### src/rtl/cu_pkg.sv
// Shared definitions for the multi-cycle control unit: FSM state encoding,
// instruction opcodes, ALU operation selects, PC source encodings and an
// instruction legality helper. The ALU operation constants are also used by the ALU bench.
package cu_pkg;

  typedef enum logic [2:0] {
    ST_FETCH,
    ST_LATCH,
    ST_DECODE,
    ST_EXEC,
    ST_MEM,
    ST_WB,
    ST_HALT
  } state_t;

  localparam logic [5:0] OP_RTYPE = 6'b000000;
  localparam logic [5:0] OP_ADDI  = 6'b001000;
  localparam logic [5:0] OP_LW    = 6'b100011;
  localparam logic [5:0] OP_SW    = 6'b101011;
  localparam logic [5:0] OP_BEQ   = 6'b000100;
  localparam logic [5:0] OP_BNE   = 6'b000101;
  localparam logic [5:0] OP_J     = 6'b000010;
  localparam logic [5:0] OP_HALT  = 6'b111111;

  localparam logic [3:0] ALU_PASS = 4'b0000;
  localparam logic [3:0] ALU_ADD  = 4'b0001;
  localparam logic [3:0] ALU_SUB  = 4'b0010;
  localparam logic [3:0] ALU_REM  = 4'b1110;

  localparam logic [1:0] PC_SRC_SEQ    = 2'b00;
  localparam logic [1:0] PC_SRC_BRANCH = 2'b01;
  localparam logic [1:0] PC_SRC_JUMP   = 2'b10;

  // R-type funct codes 0000 and 1111 have no ALU operation and are treated
  // exactly like an unknown opcode.
  function automatic logic op_is_legal(input logic [5:0] opcode,
                                       input logic [3:0] funct);
    case (opcode)
      OP_RTYPE: return (funct != 4'b0000) && (funct != 4'b1111);
      OP_ADDI, OP_LW, OP_SW, OP_BEQ, OP_BNE, OP_J, OP_HALT: return 1'b1;
      default: return 1'b0;
    endcase
  endfunction

endpackage

### src/rtl/cu_watchdog.sv
// Memory-handshake watchdog. A down-counter is reloaded whenever the control
// FSM changes state and counts down on every cycle a memory request is left
// waiting. timeout is raised on the TIMEOUT_CYCLES-th consecutive wait cycle.
//   clk, rst  : clock, asynchronous active-high reset
//   clear     : reload the counter (FSM is changing state)
//   waiting   : memory request outstanding and mem_ready low this cycle
//   timeout   : this wait cycle exhausts the budget
module cu_watchdog #(
  parameter int TIMEOUT_CYCLES = 255
) (
  input  logic clk,
  input  logic rst,
  input  logic clear,
  input  logic waiting,
  output logic timeout
);
  import cu_pkg::*;

  localparam int CW = (TIMEOUT_CYCLES > 1) ? $clog2(TIMEOUT_CYCLES) : 1;
  localparam logic [CW-1:0] LOAD = CW'(TIMEOUT_CYCLES - 1);

  logic [CW-1:0] cnt;

  always_ff @(posedge clk or posedge rst) begin
    if (rst)          cnt <= LOAD;
    else if (clear)   cnt <= LOAD;
    else if (waiting) cnt <= cnt - CW'(1);
  end

  // The FSM always leaves the waiting state on timeout, so the counter is
  // reloaded before it can wrap below zero.
  assign timeout = waiting && (cnt == '0);

endmodule

### src/rtl/multicycle_control_unit.sv
// Multi-cycle control FSM. Fetches through a ready-handshake memory port,
// decodes the instruction register and drives datapath enables, the ALU op
// select and PC source. Also counts retired instructions and faults into
// HALT if any memory request waits too long.
//   clk, rst     : clock, asynchronous active-high reset
//   instr        : instruction register contents (opcode [31:26], funct [3:0])
//   alu_zero     : ALU zero flag, used for the branch decision in EXEC
//   mem_ready    : memory completes the current access this cycle
//   cu_*         : datapath control outputs (zero while rst is high)
//   retired      : completed-instruction count, wraps to 0
//
// state     | meaning
// ----------+--------------------------------------------------------------
// ST_FETCH  | read instruction at PC, wait for mem_ready
// ST_LATCH  | load IR, PC <= PC+4
// ST_DECODE | decode; J and HALT complete here, illegal returns to FETCH
// ST_EXEC   | ALU operation; branches resolve and complete here
// ST_MEM    | data access for LW/SW, wait for mem_ready
// ST_WB     | register write-back
// ST_HALT   | terminal; left only through rst
module multicycle_control_unit
  import cu_pkg::*;
#(
  parameter int TIMEOUT_CYCLES = 255,
  parameter int CNT_W          = 32
) (
  input  logic             clk,
  input  logic             rst,
  input  logic [31:0]      instr,
  input  logic             alu_zero,
  input  logic             mem_ready,
  output logic [3:0]       cu_aluOp,
  output logic             cu_aluSrc,
  output logic             cu_regDst,
  output logic             cu_memToReg,
  output logic             cu_regWrite,
  output logic             cu_memRead,
  output logic             cu_memWrite,
  output logic             cu_iorD,
  output logic             cu_irWrite,
  output logic             cu_pcWrite,
  output logic [1:0]       cu_pcSrc,
  output logic             cu_illegal,
  output logic             cu_fault,
  output logic             cu_halted,
  output logic [CNT_W-1:0] retired
);

  state_t     state_q, state_d;
  logic [5:0] opcode;
  logic [3:0] funct;
  logic       retire;
  logic       wd_wait;
  logic       wd_clear;
  logic       wd_timeout;
  logic       unused_instr;

  assign opcode       = instr[31:26];
  assign funct        = instr[3:0];
  assign unused_instr = ^instr[25:4];

  // Kept outside the FSM block so the watchdog's timeout can feed next-state
  // logic without forming a block-level combinational loop.
  assign wd_wait  = ((state_q == ST_FETCH) || (state_q == ST_MEM)) && !mem_ready;
  assign wd_clear = (state_d != state_q);

  cu_watchdog #(
    .TIMEOUT_CYCLES(TIMEOUT_CYCLES)
  ) u_watchdog (
    .clk    (clk),
    .rst    (rst),
    .clear  (wd_clear),
    .waiting(wd_wait),
    .timeout(wd_timeout)
  );

  always_ff @(posedge clk or posedge rst) begin
    if (rst) state_q <= ST_FETCH;
    else     state_q <= state_d;
  end

  always_ff @(posedge clk or posedge rst) begin
    if (rst)             retired <= '0;
    else if (retire)     retired <= retired + CNT_W'(1);
  end

  always_ff @(posedge clk or posedge rst) begin
    if (rst)             cu_fault <= 1'b0;
    else if (wd_timeout) cu_fault <= 1'b1;
  end

  always_comb begin
    state_d     = state_q;
    retire      = 1'b0;
    cu_aluOp    = ALU_PASS;
    cu_aluSrc   = 1'b0;
    cu_regDst   = 1'b0;
    cu_memToReg = 1'b0;
    cu_regWrite = 1'b0;
    cu_memRead  = 1'b0;
    cu_memWrite = 1'b0;
    cu_iorD     = 1'b0;
    cu_irWrite  = 1'b0;
    cu_pcWrite  = 1'b0;
    cu_pcSrc    = PC_SRC_SEQ;
    cu_illegal  = 1'b0;
    cu_halted   = 1'b0;

    // Outputs are gated by rst so nothing is issued during the reset cycle,
    // even though the reset state (FETCH) would otherwise request a read.
    if (!rst) begin
      unique case (state_q)
        ST_FETCH: begin
          cu_memRead = 1'b1;
          if (wd_timeout)     state_d = ST_HALT;
          else if (mem_ready) state_d = ST_LATCH;
        end
        ST_LATCH: begin
          cu_irWrite = 1'b1;
          cu_pcWrite = 1'b1;
          cu_pcSrc   = PC_SRC_SEQ;
          state_d    = ST_DECODE;
        end
        ST_DECODE: begin
          if (!op_is_legal(opcode, funct)) begin
            cu_illegal = 1'b1;
            state_d    = ST_FETCH;
          end else if (opcode == OP_J) begin
            cu_pcWrite = 1'b1;
            cu_pcSrc   = PC_SRC_JUMP;
            retire     = 1'b1;
            state_d    = ST_FETCH;
          end else if (opcode == OP_HALT) begin
            retire  = 1'b1;
            state_d = ST_HALT;
          end else begin
            state_d = ST_EXEC;
          end
        end
        ST_EXEC: begin
          case (opcode)
            OP_RTYPE: begin
              cu_aluOp = funct;
              state_d  = ST_WB;
            end
            OP_ADDI: begin
              cu_aluOp  = ALU_ADD;
              cu_aluSrc = 1'b1;
              state_d   = ST_WB;
            end
            OP_LW, OP_SW: begin
              cu_aluOp  = ALU_ADD;
              cu_aluSrc = 1'b1;
              state_d   = ST_MEM;
            end
            OP_BEQ, OP_BNE: begin
              cu_aluOp   = ALU_SUB;
              cu_pcSrc   = PC_SRC_BRANCH;
              cu_pcWrite = (opcode == OP_BEQ) ? alu_zero : !alu_zero;
              retire     = 1'b1;
              state_d    = ST_FETCH;
            end
            default: state_d = ST_FETCH;
          endcase
        end
        ST_MEM: begin
          cu_iorD = 1'b1;
          if (opcode == OP_SW) cu_memWrite = 1'b1;
          else                 cu_memRead  = 1'b1;
          if (wd_timeout) begin
            state_d = ST_HALT;
          end else if (mem_ready) begin
            if (opcode == OP_SW) begin
              retire  = 1'b1;
              state_d = ST_FETCH;
            end else begin
              state_d = ST_WB;
            end
          end
        end
        ST_WB: begin
          cu_regWrite = 1'b1;
          cu_regDst   = (opcode == OP_RTYPE);
          cu_memToReg = (opcode == OP_LW);
          retire      = 1'b1;
          state_d     = ST_FETCH;
        end
        ST_HALT: begin
          cu_halted = 1'b1;
        end
        default: state_d = ST_FETCH;
      endcase
    end
  end

endmodule

### config.mk
export PLATFORM = sky130hd
export DESIGN_NAME = multicycle_control_unit
export DESIGN_NICKNAME = d
export VERILOG_FILES = /design/src/rtl/cu_pkg.sv /design/src/rtl/cu_watchdog.sv /design/src/rtl/multicycle_control_unit.sv
export SDC_FILE = /design/constraint.sdc
export NUM_CORES = 1
export LEC_CHECK = 0
export CORE_UTILIZATION = 42
export DETAILED_ROUTE_END_ITERATION = 6
export GPL_TIMING_DRIVEN = 0
export PLACE_DENSITY = 0.73
export SETUP_SLACK_MARGIN = 0.3
export SLEW_MARGIN = 10
export SYNTH_ARGS = -nofsm -noshare
export SYNTH_HDL_FRONTEND = slang
export SYNTH_SLANG_ARGS = --single-unit
export TNS_END_PERCENT = 10
### constraint.sdc
create_clock -name clk -period 3.4 [get_ports clk]
set_clock_uncertainty 0.15 [all_clocks]
set_input_delay 0.68 -clock clk [delete_from_list [all_inputs] [get_ports clk]]
set_output_delay 0.68 -clock clk [all_outputs]
set_load 0.02 [all_outputs]
==> results of run 1 <==
[metrics by stage]
step | hold slack, ns | total power [W] | TNS [ns] | std cells
after global routing | 0.362 | 0.00143 | 0 | 427
after CTS | 0.325 | 0.00136 | 0 | 427
after global placement | 0.303 | 0.000994 | -5.18 | 414
final | 0.321 | 0.00135 | 0 | 427
after floorplan | 0.412 | 0.000868 | 0 | 279
after detailed placement | 0.302 | 0.00100 | -5.40 | 414
[routing by layer]
| metal | wire length, um | up-vias |
|---|---|---|
| li1 | - | 1122 |
| met4 | 49 | 0 |
| met1 | 3010 | 1133 |
| met5 | 0 | - |
| met2 | 3250 | 59 |
| met3 | 325 | 2 |
[flip-flops by register name, summed over array words and instances, names as in the netlist]
signal,cells
cu_fault,1
retired,32
state_q,3
u_watchdog.cnt,8
[repair_timing]
action	in CTS	in global routing
pin swaps	2	0
gates cloned	2	0
hold endpoints to repair	0	0
gates resized for setup	31	3
buffers inserted	3	0
setup endpoints to repair	14	16
[power breakdown]
part / internal [W] / total, W / switching (W)
Sequential: 0.000561 / 0.000597 / 0.0000364
Combinational: 0.000158 / 0.000402 / 0.000243
Clock: 0.000166 / 0.000351 / 0.000185
[worst max path at each step]
| stage | startpoint | to | slack (ns) |
|---|---|---|---|
| after floorplan | rst | cu_aluOp[0] | 0.18 |
| after global routing | instr[27] | cu_aluOp[3] | 0.13 |
| final | instr[28] | cu_pcSrc[1] | 0.22 |
| after global placement | rst | cu_aluOp[0] | -0.60 |
| after CTS | instr[28] | cu_pcSrc[1] | 0.23 |
| after detailed placement | instr[28] | cu_pcWrite | -0.65 |
[layout by cell type (no fill, tap or decap), types with 6 or more instances in the layout]
master	netlist	routed
clkdlybuf4s50_1	0	51
dfrtp_1	37	37
nor2_1	22	22
xnor2_1	22	22
nand3_1	21	20
nand2_1	18	18
xor2_1	17	17
inv_1	13	12
nor3_1	12	11
nand2b_1	7	7
and3_1	7	7
and2_1	7	7
nor3_2	7	7
dfstp_2	7	7
a21oi_1	6	6
clkbuf_8	0	6
[critical path: stages]
cell	delay (ns)
clkdlybuf4s15_2	0.26
or3_4	0.44
or4b_4	0.53
nor2_1	0.12
clkdlybuf4s15_1	0.31
[kinds of logic (layout without fill, tap and decap cells)]
logic type	Yosys count	after routing	synth area share, %
muxes	1	1	0.414
AOI/OAI and AO/OA	35	35	11.4
adders and majority gates	3	3	1.38
and+or+nand+nor	136	136	30.2
buffers and inverters	21	94	3.27
xor gates and xnor gates	39	39	12.6
DFF	44	44	40.8
[layout make-up]
cell class | count | area [um2]
fillers | 556 | 2500
multi-input cells | 214 | 1570
flip-flops and latches | 44 | 1110
repair buffers | 63 | 619
well taps | 75 | 93.8
clock buffers | 6 | 82.6
inverters | 13 | 52.6
plain buffers | 8 | 43.8
clock inverters | 2 | 13.8
repair inverters | 2 | 12.5
==> impl_metrics.tcl, run 1 <==
set metrics [dict create \
    fmax_mhz 315 \
    clock_sinks 44 \
    timing.rr.end "u_watchdog.cnt[0]$_DFFE_PP0P_" \
    synthArstFlopShare_pct 100 \
    period_minus_slack_ns 3.18 \
    p_per_area_mw_per_mm2 375 \
    num_antenna_cells 0 \
    whs_endpoint "cu_fault$_DFFE_PP0P_" \
    io_pins 86 \
    dr.pass1.iters 4 \
    ys_warn_count 0 \
    rsz0062_at_grt "true" \
    synth_area_leaders "dfrtp_1 (34%), xnor2_1 (7.1%), dfstp_2 (6.8%), xor2_1 (5.5%), nand3_1 (3.9%)" \
    netlist_top_cells_count "dfrtp_1 (37), nor2_1 (22), xnor2_1 (22)" \
    min_path_cells 1 \
    routed_wl_um 6630 \
    use_met1_pct 27.3 \
    die_w_um 82.5 \
    synth-edff-count 0 \
    yosysTopAreaCell "dfrtp_1" \
    grt_usage_pct 20.7 \
    setup_viol 0 \
    clockBufferDepth 2 \
    via_per_inst 5.42 \
    drc 0 \
    dpl_worst_slack_ns -0.653 \
    hold_path.startpoint "cu_fault$_DFFE_PP0P_" \
    drv_cap 0 \
    final_layout_size_suffix_gt1_share_pct 19.0 \
    grt.busiest_layer "met2" \
    vdd_drop_max_v 0.000203 \
    critPathMaxFanout 8 \
    clk_pin_slew_ns 0.08 \
    detailed_place_hpwl_um 4640 \
    maxSlewViolCount 0 \
    synth.distinct_cells 58 \
    grt_start_max_net_pins 26 \
    dr.first_iter.drc_count 103 \
    placed_cell_area_mm2 0.00344 \
    r2r_setup_slack_ns 1.08 \
    layout_setup_ws_ns 0.224 \
    htree_levels 2 \
    synth_top_area_share_pct 34.0 \
    finalHoldViolations 0 \
    grt_overflow 0 \
    nets 390 \
    r2r_cells 8 \
    die_h_um 82.5 \
    grt_pass1_wl_um 10700 \
    synth-main-ff-cell "dfrtp_1" \
    syn_area_per_cell_um2 9.75 \
    crit_path_end_kind "output port" \
    fin_area_mm2 0.00359 \
    routedWlPerCell_um 15.5 \
    insertion_delay_ns 0.29 \
    antenna_found_initial 0 \
    fin_util_pct 59.0 \
    reg2reg_from "u_watchdog.cnt[1]$_DFFE_PP1P_" \
    syn_nets 318 \
    vias 2316 \
    antenna_left 0 \
    grt_pass1_vias 2221 \
    slew_headroom_pct 56.1 \
    worstPathRequired_ns 2.57 \
    cp_data_arrival_time_ns 2.35 \
    gr-usage-met3_pct 3.30 \
    cts_tree "done" \
    fin_crit_sh_pct 93.4 \
    worstMarginPinSlew_ns 0.655 \
    synth_cells 279 \
    status "finished clean" \
    ys_ff_latch 44 \
    ctsHoldBuffers 0 \
    power_leakage_nw 1.46 \
    yosysSeqAreaShare_pct 40.8 \
    grt_util_met2_pct 35.5 \
    cts_buffers 5 \
    synthToLayoutAreaGrowth_pct 32.2 \
    hold_class "flip-flop to flip-flop" \
    numPortBuffers 60 \
    start_kind "input pin" \
    rows 28 \
    initial_core_util_pct 44.6 \
    fp.coreArea_mm2 0.00610 \
    netlist_area_mm2 0.00272 \
    clockRootBuffer "clkbuf_8" \
    path_class "input pin to output port" \
    gp_congestion 0.849 \
    dieArea_mm2 0.00680 \
    yosysMostFrequentCell "dfrtp_1" \
]
No activity file was read; power rests on OpenSTA's default activity.
==> inputs of run 2 (changes only) <==
CTS_CLUSTER_DIAMETER = 120   (was unset)
==> results of run 2 <==
Final layout, timing and power as in run 1 (identical DEF).
==> inputs of run 3 (changes only) <==
CTS_CLUSTER_DIAMETER = 200   (was 120)
GPL_ROUTABILITY_DRIVEN = 0   (was unset)
==> results of run 3 <==
Final layout, timing and power as in run 1 (identical DEF).
